## config.mk

```make
export PLATFORM = sky130hd
export DESIGN_NAME = uart_word_packer
export DESIGN_NICKNAME = d
export VERILOG_FILES = /design/src/rtl/uart_pkg.sv /design/src/rtl/sync_fifo.sv /design/src/rtl/uart_word_packer.sv
export SDC_FILE = /design/constraint.sdc
export NUM_CORES = 1
export LEC_CHECK = 0
export ABC_CLOCK_PERIOD_IN_PS = 6850
export BUFFER_PORTS_ARGS = -buffer_cell sky130_fd_sc_hd__buf_2
export CORE_ASPECT_RATIO = 0.9
export CORE_MARGIN = 3
export CORE_UTILIZATION = 55
export DETAILED_ROUTE_END_ITERATION = 10
export GPL_ROUTABILITY_DRIVEN = 0
export MAX_ROUTING_LAYER = met4
export PLACE_DENSITY = 0.77
export SETUP_SLACK_MARGIN = 0.4
export SLEW_MARGIN = 15
export SYNTH_ARGS = -nofsm -noshare
export SYNTH_HDL_FRONTEND = slang
export SYNTH_HIERARCHICAL = 1
export SYNTH_SLANG_ARGS = --single-unit
```

## constraint.sdc

```tcl
create_clock -name clk -period 6.85 [get_ports clk]
set_clock_uncertainty 0.2 [all_clocks]
set_input_delay 1.7125 -clock clk [delete_from_list [all_inputs] [get_ports clk]]
set_output_delay 1.7125 -clock clk [all_outputs]
set_load 0.005 [all_outputs]
```

## src/rtl/uart_pkg.sv

```systemverilog
// Shared types and helpers for the UART byte-to-word packer.
package uart_pkg;

    typedef enum logic [0:0] {
        S_IDLE    = 1'b0,
        S_COLLECT = 1'b1
    } asm_state_e;

    // Bit width needed to index 'value' entries, never less than 1.
    function automatic int clog2_safe(input int value);
        int r;
        r = 0;
        for (int i = 0; i < 31; i++) begin
            if ((32'sd1 <<< i) < value) begin
                r = i + 1;
            end else begin
                r = r;
            end
        end
        return (r < 1) ? 1 : r;
    endfunction

    // Byte lane written by the idx-th received byte of a word.
    function automatic int lane_index(input int idx, input int bpw, input bit little_endian);
        return little_endian ? idx : (bpw - 1 - idx);
    endfunction

endpackage

```

## src/rtl/sync_fifo.sv

```systemverilog
// Show-ahead synchronous FIFO; a push into a full FIFO succeeds when a pop happens in the same cycle.
module sync_fifo
    import uart_pkg::*;
#(
    parameter int WIDTH = 8,
    parameter int DEPTH = 4
) (
    input  logic                         clk,
    input  logic                         rst,
    input  logic                         push,
    input  logic [WIDTH-1:0]             push_data,
    input  logic                         pop,
    output logic [WIDTH-1:0]             pop_data,
    output logic                         full,
    output logic                         empty,
    output logic [clog2_safe(DEPTH):0]   count
);

    localparam int AW = clog2_safe(DEPTH);

    logic [WIDTH-1:0] mem_r [DEPTH];
    logic [AW-1:0]    wr_ptr_r;
    logic [AW-1:0]    rd_ptr_r;
    logic [AW:0]      count_r;
    logic             full_s;
    logic             empty_s;
    logic             pop_ok_s;
    logic             push_ok_s;

    assign full_s    = (count_r == (AW+1)'(DEPTH));
    assign empty_s   = (count_r == '0);
    assign pop_ok_s  = pop && !empty_s;
    assign push_ok_s = push && (!full_s || pop_ok_s);

    // Storage array; contents are masked on the output while empty, so no reset is needed.
    always_ff @(posedge clk) begin
        if (push_ok_s) begin
            mem_r[wr_ptr_r] <= push_data;
        end
    end

    // Pointers and occupancy; pointers wrap naturally at DEPTH.
    always_ff @(posedge clk) begin
        if (rst) begin
            wr_ptr_r <= '0;
            rd_ptr_r <= '0;
            count_r  <= '0;
        end else begin
            if (push_ok_s) begin
                wr_ptr_r <= wr_ptr_r + AW'(1);
            end
            if (pop_ok_s) begin
                rd_ptr_r <= rd_ptr_r + AW'(1);
            end
            case ({push_ok_s, pop_ok_s})
                2'b10:   count_r <= count_r + (AW+1)'(1);
                2'b01:   count_r <= count_r - (AW+1)'(1);
                default: count_r <= count_r;
            endcase
        end
    end

    assign pop_data = empty_s ? '0 : mem_r[rd_ptr_r];
    assign full     = full_s;
    assign empty    = empty_s;
    assign count    = count_r;

endmodule

```

## src/rtl/uart_word_packer.sv

```systemverilog
// Assembles UART bytes into words, buffers them in a FIFO, counts pushes and
// tracks sticky overrun/timeout errors.
module uart_word_packer
    import uart_pkg::*;
#(
    parameter int WORD_WIDTH     = 16,
    parameter bit LITTLE_ENDIAN  = 1'b1,
    parameter int FIFO_DEPTH     = 4,
    parameter int TIMEOUT_CYCLES = 0,
    parameter int COUNT_WIDTH    = 16
) (
    input  logic                   clk,
    input  logic                   rst,
    input  logic                   byte_valid,
    input  logic [7:0]             byte_data,
    output logic                   word_valid,
    input  logic                   word_ready,
    output logic [WORD_WIDTH-1:0]  word_data,
    output logic [COUNT_WIDTH-1:0] word_count,
    output logic                   partial,
    output logic                   overrun,
    output logic                   timeout_err,
    input  logic                   clear_err
);

    localparam int BPW        = WORD_WIDTH / 8;
    localparam int IDX_W      = clog2_safe(BPW);
    localparam int FAW        = clog2_safe(FIFO_DEPTH);
    localparam int TW         = clog2_safe(TIMEOUT_CYCLES + 1);
    localparam bit TIMEOUT_EN = (TIMEOUT_CYCLES > 0);
    localparam logic [TW:0]      TO_LIM   = (TW+1)'(TIMEOUT_CYCLES);
    localparam logic [IDX_W-1:0] IDX_LAST = IDX_W'(BPW - 1);

    asm_state_e            state_r, state_nxt_s;
    logic [IDX_W-1:0]      idx_r, idx_nxt_s;
    logic [WORD_WIDTH-1:0] asm_r, asm_nxt_s;
    logic [WORD_WIDTH-1:0] with_byte_s;
    logic [TW-1:0]         timer_r;
    logic [COUNT_WIDTH-1:0] word_count_r;
    logic                  overrun_r;
    logic                  timeout_err_r;
    logic                  push_s;
    logic                  pop_s;
    logic                  expire_s;
    logic                  drop_s;
    logic                  fifo_full_s;
    logic                  fifo_empty_s;
    logic [FAW:0]          fifo_count_s;
    int                    lane_sel_s;

    assign lane_sel_s = lane_index(int'(idx_r), BPW, LITTLE_ENDIAN);
    assign pop_s      = word_ready && (fifo_count_s != '0);
    assign drop_s     = push_s && fifo_full_s && !pop_s;
    assign expire_s   = TIMEOUT_EN && (state_r == S_COLLECT) && !byte_valid &&
                        (({1'b0, timer_r} + (TW+1)'(1)) == TO_LIM);

    // Current word with the incoming byte merged in; the first byte starts from zero.
    always_comb begin
        with_byte_s = (idx_r == '0) ? '0 : asm_r;
        for (int l = 0; l < BPW; l++) begin
            if (l == lane_sel_s) begin
                with_byte_s[l*8 +: 8] = byte_data;
            end else begin
                with_byte_s[l*8 +: 8] = with_byte_s[l*8 +: 8];
            end
        end
    end

    // Assembler next state: collect bytes, push on the last one, abandon on timeout.
    always_comb begin
        state_nxt_s = state_r;
        idx_nxt_s   = idx_r;
        asm_nxt_s   = asm_r;
        push_s      = 1'b0;
        case (state_r)
            S_IDLE, S_COLLECT: begin
                if (byte_valid) begin
                    if (idx_r == IDX_LAST) begin
                        push_s      = 1'b1;
                        idx_nxt_s   = '0;
                        asm_nxt_s   = '0;
                        state_nxt_s = S_IDLE;
                    end else begin
                        idx_nxt_s   = idx_r + IDX_W'(1);
                        asm_nxt_s   = with_byte_s;
                        state_nxt_s = S_COLLECT;
                    end
                end else if (expire_s) begin
                    idx_nxt_s   = '0;
                    asm_nxt_s   = '0;
                    state_nxt_s = S_IDLE;
                end else begin
                    state_nxt_s = state_r;
                end
            end
            default: begin
                idx_nxt_s   = '0;
                asm_nxt_s   = '0;
                state_nxt_s = S_IDLE;
            end
        endcase
    end

    // Assembler state register.
    always_ff @(posedge clk) begin
        if (rst) begin
            state_r <= S_IDLE;
            idx_r   <= '0;
            asm_r   <= '0;
        end else begin
            state_r <= state_nxt_s;
            idx_r   <= idx_nxt_s;
            asm_r   <= asm_nxt_s;
        end
    end

    // Inter-byte idle timer; only runs while a word is partially collected.
    always_ff @(posedge clk) begin
        if (rst) begin
            timer_r <= '0;
        end else if (byte_valid || (state_r == S_IDLE) || expire_s) begin
            timer_r <= '0;
        end else begin
            timer_r <= timer_r + TW'(1);
        end
    end

    // Push counter and sticky error flags; a new event outranks a simultaneous clear.
    always_ff @(posedge clk) begin
        if (rst) begin
            word_count_r  <= '0;
            overrun_r     <= 1'b0;
            timeout_err_r <= 1'b0;
        end else begin
            if (push_s && !drop_s) begin
                word_count_r <= word_count_r + COUNT_WIDTH'(1);
            end
            if (drop_s) begin
                overrun_r <= 1'b1;
            end else if (clear_err) begin
                overrun_r <= 1'b0;
            end
            if (expire_s) begin
                timeout_err_r <= 1'b1;
            end else if (clear_err) begin
                timeout_err_r <= 1'b0;
            end
        end
    end

    sync_fifo #(
        .WIDTH (WORD_WIDTH),
        .DEPTH (FIFO_DEPTH)
    ) u_fifo (
        .clk       (clk),
        .rst       (rst),
        .push      (push_s),
        .push_data (with_byte_s),
        .pop       (pop_s),
        .pop_data  (word_data),
        .full      (fifo_full_s),
        .empty     (fifo_empty_s),
        .count     (fifo_count_s)
    );

    assign word_valid  = !fifo_empty_s;
    assign word_count  = word_count_r;
    assign partial     = (state_r == S_COLLECT);
    assign overrun     = overrun_r;
    assign timeout_err = timeout_err_r;

endmodule

```

# After elaboration in Yosys (flattened, before gate mapping)
# Memory sizes are Yosys's and may differ from the RTL's. A register that Yosys moved wholly into a read port is not among the register bits.
# Cells that the tools add are included.
# Widths: inputs -> output; s select.
# word_totals
ff_bits	42
latch_bits	0
ramBits	64
rom_bits	0
input_bits	13
output_inout_bits	36
mem_count	1
# op_classes
addsub	6
multipliers	0
div	0
order_cmp	0
eq_ne	3
shift	0
muxes	16
bitwise_logic	0
n_reduce_logical	16
# mem_list
name	words	width	rd	rd_ports_with_merged_regs	write_ports	line_no	source
u_fifo.mem_r	4	16	1	1	1	sync_fifo.sv:21	logic [WIDTH-1:0] mem_r [DEPTH];
# op_table
cell	count
$mux 16	3
$logic_not 32->1	1
$add 16x1->16 const B	1
$mux 8	2
$mux 1	8
$logic_and 1x1->1	6
$pmux 3 s2	1
$add 2x1->2 const B	2
$logic_not 1->1	4
$mux 2	2
$reduce_bool 2->1	2
$add 3x1->3 const B	1
$eq 3x3->1 const B	1
$logic_not 3->1	1
$reduce_bool 3->1	1
$sub 3x1->3 const B	1
$eq 2x1->1 const B	1
$eq 2x2->1 const B	1
$add 1x1->1 const B	1
$logic_or 1x1->1	1

# Logic depth before layout (Yosys ltp)
# Gate-level depths: netlist (run 1).
# logic_depth
ltp_word	7
depth_mapped	10
depth_no_buf	7

# By module
# The synthesis (run 1) kept the hierarchy.
# modules_own_cells
mod	instances	cells_each	area_per_inst_um2	seq_area_each_um2
sync_fifo	1	169	3050.4	2102.0
uart_word_packer	1	155	1361.3	520.5

# Least setup slack after synthesis (run 1)
# OpenSTA, ideal clock, no wires.
# synth_path
path_kind	input-to-reg
startpoint	input byte_valid
endpoint	memory u_fifo/mem_r[0][0] (netlist name), enable pin
t_arrival_ns	3.049
setup_slack_ns	3.227
stages	7
n_path_buf	3
path_cell_list	buf_2 > and2_1 > buf_2 > buf_2 > inv_1 > a31oi_2 > and2_1
# synth_between
elab_chain_len	4
# synth_lines
element	line_no	source
start, declared	uart_word_packer.sv:14	input logic byte_valid,
$mux 1	uart_word_packer.sv:77	if (byte_valid) begin
named net push_s	uart_word_packer.sv:42	logic push_s;
$logic_and 1x1->1	sync_fifo.sv:33	assign push_ok_s = push && (!full_s || pop_ok_s);
$mux 1	sync_fifo.sv:37	if (push_ok_s) begin
$mux 1 (not written as such)	sync_fifo.sv:38	mem_r[wr_ptr_r] <= push_data;
end, declared	sync_fifo.sv:21	
# The timed path passes the listed nets, and every way through them passes these cells.

==> impl_metrics.toml, run 1 <==
[synth]
yosys.area.top_type = "edfxtp_1"
synth-async-reset-ratio_pct = 0
synth_seq_area_share_pct = 59.44
netlist_area_um2 = 4412
syn_nets = 343
avgSynthCellArea_um2 = 13.62
synth.area.top_cells = "edfxtp_1 44%, dfxtp_1 16%, mux4_2 5.1%, mux4_1 3.6%, a21oi_1 2.7%"
synth_cell_types = 50
ys.flop_type = "edfxtp_1"
yosys_register_bits = 99
synthCells = 324
synth_top_area_share_pct = 43.56
synth-edff-count = 64
yosysWarnings = 6

[cts]
cts_sinks = 99
clockBufferDepth = 2
root_buffer = "clkbuf_8"
clk_pin_slew_ps = 90
h-tree-depth = 3
numCtsBuffers = 9
clk_latency_ps = 350
cts_tree = "done"
cts_resized = 0
ctsHoldBuffers = 0
post_cts_buffers = 0

[worst_hold_path]
holdPathEnd = "asm_r[0]"
hold_depth = 2
worstHoldStart = "asm_r[0]"
min_path_type = "reg2reg"

[power]
peakVddDrop_v = 0.0001493
p_leak_nw = 1.678
power_per_cell_area_nw_per_um2 = 217.7

[sta]
fmax_ghz = 0.2390
setup_viol = 0
worstMarginPinSlew_ps = 985.4
fin_tns_setup_ps = 0
rsz0062_at_grt = "no"
timing.final.crit_share_pct = 61.09
period_minus_slack_ps = 4185
slew_viol_final = 0
relSlewSlack_pct = 34.22
finalHoldViolCount = 0

[critical_path]
r2r_start = "partial"
start_kind = "register"
arrival_ps = 2270
worst-r2r-cell-count = 4
required_ps = 4940
critPathMaxFanout = 16
end_kind = "output port"
worst-setup-path-type = "reg2out"
r2r_slack_ps = 3760
r2r_end = "u_fifo/mem_r[3][5]"

[finish]
num_antenna_cells = 0
drive_gt1_share_pct = 25.00
finalCoreUtilization_pct = 62.61
nFillCells = 615
area_delta_synth_final_pct = 8.678
nets = 378
stdcell_area_um2 = 4795

[detailed_routing]
viasPerCell = 5.750
wl_per_cell_um = 16.94
ant_nets = 0
drc = 0
drtPass1Iterations = 6
first_iter_violations = 135
vias = 2645
routed_wl_um = 7793

[die]
dieArea_um2 = 9133
initial_utilization_pct = 57.61
core_um2 = 7657
io_pins = 49
die_h_um = 90.97
rows = 30
die_w_um = 100.4

[global_route]
grt_pass1_vias = 2549
grt_pass1_wl_um = 12740
grt_max_degree = 37
antenna_found_initial = 0
grt_overflow_total = 0
grt_util_all_layers_pct = 18.34

[job]
maxCapViolCount = 0

[placed_design]
post-dp-hpwl_um = 5237
placed_area_um2 = 4624
io_buffers = 47

[status]
status = "finished clean"
-- registers in the layout (all words and copies together), names as in the netlist, named ones only --
| register | flops |
|---|---|
| asm_r | 8 |
| overrun | 1 |
| partial | 1 |
| u_fifo/count | 3 |
| u_fifo/mem_r | 64 |
| u_fifo/rd_ptr_r | 2 |
| u_fifo/wr_ptr_r | 2 |
| word_count | 16 |
-- area by class of cell --
| type | count | area, µm² | share of cell area (%) |
|---|---|---|---|
| Sequential cell | 99 | 2623 | 54.70 |
| Timing Repair Buffer | 48 | 242.7 | 5.063 |
| Tap cell | 96 | 120.1 | 2.505 |
| Inverter | 10 | 37.54 | 0.7829 |
| Clock inverter | 5 | 38.79 | 0.8090 |
| Clock buffer | 11 | 131.4 | 2.740 |
| Multi-Input combinational cell | 191 | 1602 | 33.40 |
-- how the worst max path moves through the flow --
stage               start                  end  slack [ps]  cells after the start
6_report         register         word_data[4]        2670                      3
5_1_grt          register         word_data[4]        2460                      3
4_1_cts          register         word_data[4]        2590                      3
3_5_place_dp   byte_valid  u_fifo/mem_r[3][12]        2660                      5
3_3_place_gp   byte_valid  u_fifo/mem_r[3][13]        2790                      5
2_1_floorplan  byte_valid   u_fifo/mem_r[0][0]        3230                      7
-- report_power, final --
part / total, W / leakage, nW / switching, W / internal, W
registers: 0.000658 / 0.874 / 0.00000859 / 0.000650
logic: 0.0000573 / 0.723 / 0.0000309 / 0.0000264
clock network: 0.000328 / 0.0805 / 0.000194 / 0.000135
total: 0.00104 / 1.68 / 0.000233 / 0.000811
-- layer usage --
layer,vias to the layer above,share of wire (%),track usage (%)
li1,1271,-,-
met1,1292,45,24.46
met2,76,49,28.75
met3,6,5.0,4.071
met4,0,0.81,4.714
met5,-,0,-
-- synthesized netlist by cell type, types with 2 or more instances --
cell type / n
nand2b_1: 14
o211ai_1: 2
a21oi_1: 24
edfxtp_1: 64
mux2_2: 9
xnor2_1: 4
o21ai_0: 8
nor2b_4: 2
and2b_1: 2
nand3_1: 6
nand2_1: 5
nand4_1: 4
mux2i_1: 2
or3_1: 7
or4_1: 6
buf_2: 10
and2_1: 15
mux4_2: 10
nor2b_1: 12
buf_4: 4
dfxtp_1: 35
inv_1: 10
mux4_1: 6
buf_1: 2
nor2_1: 11
ha_1: 5
xor2_1: 3
buf_6: 2
clkbuf_1: 4
o31ai_1: 7
nand3b_1: 10
-- per-stage QoR --
stage | worst slack (ps) | power [W] | hold WS [ps] | std cells
2_1_floorplan | 3227 | 0.0007114 | 246.1 | 324
3_3_place_gp | 2786 | 0.0007265 | 251.0 | 444
3_5_place_dp | 2660 | 0.0007293 | 260.3 | 444
4_1_cts | 2592 | 0.001053 | 277.3 | 460
5_1_grt | 2459 | 0.001086 | 296.7 | 460
6_report | 2665 | 0.001044 | 277.1 | 460
-- worst max-delay path, cell delays in order, from the launching register on --
cell and delay (ps):
dfxtp_1 980, mux4_1 670, nor2b_1 140, buf_2 130
-- logic make-up after synthesis --
| group | synth area share (%) |
|---|---|
| simple gates | 14.95 |
| buf+inv | 4.254 |
| mux | 11.43 |
| fa+ha+maj | 1.872 |
| other cells | 0.08500 |
| flops | 59.44 |
| xor+xnor | 1.390 |
| compound gates | 6.580 |
-- layout by cell type, fill, tap and decap left out, types with 6 or more instances in the layout --
cell type / Yosys / routed
nand3b_1: 10 / 10
dfxtp_1: 35 / 35
nor2_1: 11 / 11
mux4_1: 6 / 6
or4_1: 6 / 6
a21oi_1: 24 / 24
and2_1: 15 / 15
o21ai_0: 8 / 8
mux4_2: 10 / 10
mux2_2: 9 / 9
nand2b_1: 14 / 14
o31ai_1: 7 / 7
inv_1: 10 / 10
or3_1: 7 / 7
nand3_1: 6 / 6
nor2b_1: 12 / 12
clkbuf_8: 0 / 9
buf_2: 10 / 47
edfxtp_1: 64 / 64
(Power assumes the default switching activity.)
==> run 2, diff against run 1 <==
--- a/config.mk
+++ b/config.mk
@@ -5,15 +5,16 @@
 export SDC_FILE = /design/constraint.sdc
 export NUM_CORES = 1
 export LEC_CHECK = 0
-export ABC_CLOCK_PERIOD_IN_PS = 6850
+export ABC_AREA = 1
+export ABC_CLOCK_PERIOD_IN_PS = 3750
 export BUFFER_PORTS_ARGS = -buffer_cell sky130_fd_sc_hd__buf_2
 export CORE_ASPECT_RATIO = 0.9
 export CORE_MARGIN = 3
-export CORE_UTILIZATION = 55
+export CORE_UTILIZATION = 52
 export DETAILED_ROUTE_END_ITERATION = 10
 export GPL_ROUTABILITY_DRIVEN = 0
 export MAX_ROUTING_LAYER = met4
-export PLACE_DENSITY = 0.77
+export PLACE_DENSITY = 0.76
 export SETUP_SLACK_MARGIN = 0.4
 export SLEW_MARGIN = 15
 export SYNTH_ARGS = -nofsm -noshare
==> constraint.sdc (replaced) <==
create_clock -name clk -period 3.75 [get_ports clk]
set_clock_uncertainty 0.2 [all_clocks]
set_input_delay 0.9375 -clock clk [delete_from_list [all_inputs] [get_ports clk]]
set_output_delay 0.9375 -clock clk [all_outputs]
set_load 0.005 [all_outputs]
==> run 2 against run 1 <==
Against the previous run:
- utilization is 2.3 points lower
- sequential share of layout area is 1.6 points lower
- synthesized area increased by 0.71%
- critical path depth up 1
- cell area grew 3.0%
- setup slack got worse by 1900 ps
- non-clock buffer count rose by 6
==> impl_metrics.toml, run 2 <==
[finish]
stdcell_area_um2 = 4937
layout_common_cells = "104 x nor2_1, 74 x nand2_1, 64 x edfxtp_1"
finalNonFillerCells = 655
top_register = "u_fifo/mem_r"
num_antenna_cells = 0
nets = 554
seq_area_um2 = 2623
final_common_cell = "nor2_1"
largest_register_ffs = 64
area_delta_synth_final_pct = 11.12
multi_input_area_um2 = 1493
nFillCells = 691
drive_gt1_share_pct = 17.41

[cts]
cts_resized = 0
clk_pin_slew_ps = 90
clockBufferDepth = 2
numCtsBuffers = 9
ctsHoldBuffers = 0
cts_tree = "done"
post_cts_buffers = 0
h-tree-depth = 3
root_buffer = "clkbuf_8"
clk_latency_ps = 360
cts_sinks = 99

[synth]
synth-async-reset-ratio_pct = 0
avgSynthCellArea_um2 = 9.049
synth_seq_area_share_pct = 59.03
synth.area.top_cells = "edfxtp_1 43%, dfxtp_1 16%, nor2_1 8.8%, nand2_1 6.3%, o21ai_0 4.5%"
synth_cell_types = 30
netlist_area_um2 = 4443
yosysWarnings = 6
synthCells = 491
synthTopCellsByCount = "104 x nor2_1, 74 x nand2_1, 64 x edfxtp_1, 49 x inv_1, 40 x o21ai_0"
syn_nets = 510
yosysMostFrequentCell = "nor2_1"
synth_top_area_share_pct = 43.26
yosys_register_bits = 99
yosys.area.top_type = "edfxtp_1"
synth-edff-count = 64
ys.flop_type = "edfxtp_1"

[placed_design]
post-dp-hpwl_um = 5967
place_inst = 639
placed_area_um2 = 4755
io_buffers = 47

[die]
die_h_um = 93.69
rows = 31
die_w_um = 103.4
dieArea_um2 = 9691
initial_utilization_pct = 54.29
io_pins = 49
core_um2 = 8184

[detailed_routing]
drc = 0
drtPass1Iterations = 5
wl_per_cell_um = 13.49
ant_nets = 0
vias = 3286
first_iter_violations = 249
viasPerCell = 5.017
routed_wl_um = 8835

[sta]
finalHoldViolCount = 0
period_minus_slack_ps = 3028
relSlewSlack_pct = 42.89
timing.final.crit_share_pct = 80.75
fin_tns_setup_ps = 0
setup_viol = 0
slew_viol_final = 0
rsz0062_at_grt = "no"
worstMarginPinSlew_ps = 856.7
fmax_ghz = 0.3302

[global_route]
grt_max_degree = 33
grt_util_all_layers_pct = 20.46
grt_overflow_total = 0
grt_pass1_vias = 3236
antenna_found_initial = 0
grt_pass1_wl_um = 14840

[job]
maxCapViolCount = 0

[critical_path]
r2r_start = "u_fifo/count[0]"
worst-r2r-cell-count = 10
cp_slowest_stage_delay_ps = 590
crit_path_end = "word_data[1]"
slowest_stage = "inv_1"
required_ps = 2610
r2r_end = "u_fifo/count[2]"
arrival_ps = 1890
worst-setup-path-type = "reg2out"
end_kind = "output port"
path_cells = "inv_1, o21ai_0, a21oi_1, buf_2"
start_kind = "register"
critPathMaxFanout = 32
r2r_slack_ps = 1620

[worst_hold_path]
worstHoldStart = "overrun"
min_path_type = "reg2reg"

[power]
clkPwrFrac_pct = 31.4
power_per_cell_area_nw_per_um2 = 408.2
p_leak_nw = 2.049
swShare_pct = 25.78
p_int_w = 0.001496
peakVddDrop_v = 0.0002665
combPwrFrac_pct = 9.1
seqPwrFrac_pct = 59.5
p_switching_w = 0.0005196

[status]
status = "finished clean"
==> run 2: changes by cell type after synthesis, moves of 15 or more <==
cell,previous run,this run
nor2_1,11,104
nand2_1,5,74
inv_1,10,49
o21ai_0,8,40
a21oi_1,24,39
and2_1,15,0
==> run 2: power groups by stage <==
| stage | logic (W) | clock network, W | registers [W] |
|---|---|---|---|
| after detailed placement | 0.000183 | 0 | 0.00122 |
| after global routing | 0.000210 | 0.000695 | 0.00120 |
| after global placement | 0.000177 | 0 | 0.00122 |
| after CTS | 0.000184 | 0.000647 | 0.00120 |
| final | 0.000183 | 0.000633 | 0.00120 |
| after floorplan | 0.000126 | 0 | 0.00122 |
==> run 2: routing by layer <==
layer	vias up	share of wire (%)	track usage, %
li1	1678	-	-
met1	1518	45	25.67
met2	83	48	32.70
met3	7	5.8	5.568
met4	0	1.3	5.717
met5	-	0	-
==> run 2: critical path, delay by kind of cell (launching register included) <==
family	cells	cell delay, ps
AOI/OAI and AO/OA	2	450
DFF	1	320
buffers and inverters	2	740
==> run 2: cell type report <==
cell class,count,area share (%)
multi-input combinational,316,30.23
clock buffer,9,2.509
clock inverter,7,1.191
tap,115,2.914
sequential,99,53.12
inverter,55,4.207
timing repair buffer,54,5.829
==> run 2: kinds of logic after synthesis <==
| kind of cell | share of synthesized area (%) |
|---|---|
| compound gates | 10.48 |
| xor+xnor | 0.5915 |
| fa+ha+maj | 1.859 |
| buf+inv | 7.378 |
| flops | 59.03 |
| other cells | 0.08440 |
| simple gates | 20.59 |
==> run 2: worst min-delay path by stage <==
stage                           to  slack (ps)  depth (start not counted)
after floorplan           register         240                          2
after global placement     overrun         250                          2
after detailed placement   overrun         250                          2
after CTS                  overrun         270                          2
after global routing       overrun         290                          2
final                      overrun         260                          2
==> run 2: stage by stage <==
step           utilization [%]  power (W)  worst slack, ps  hold WS, ps
6_report                 60.33   0.002015            721.8        264.3
5_1_grt                  60.33   0.002108            521.7        294.0
4_1_cts                  60.33   0.002031            679.3        266.8
3_5_place_dp             58.10   0.001408             1050        253.1
3_3_place_gp             58.10   0.001400             1118        250.3
2_1_floorplan                -   0.001348             1064        241.6
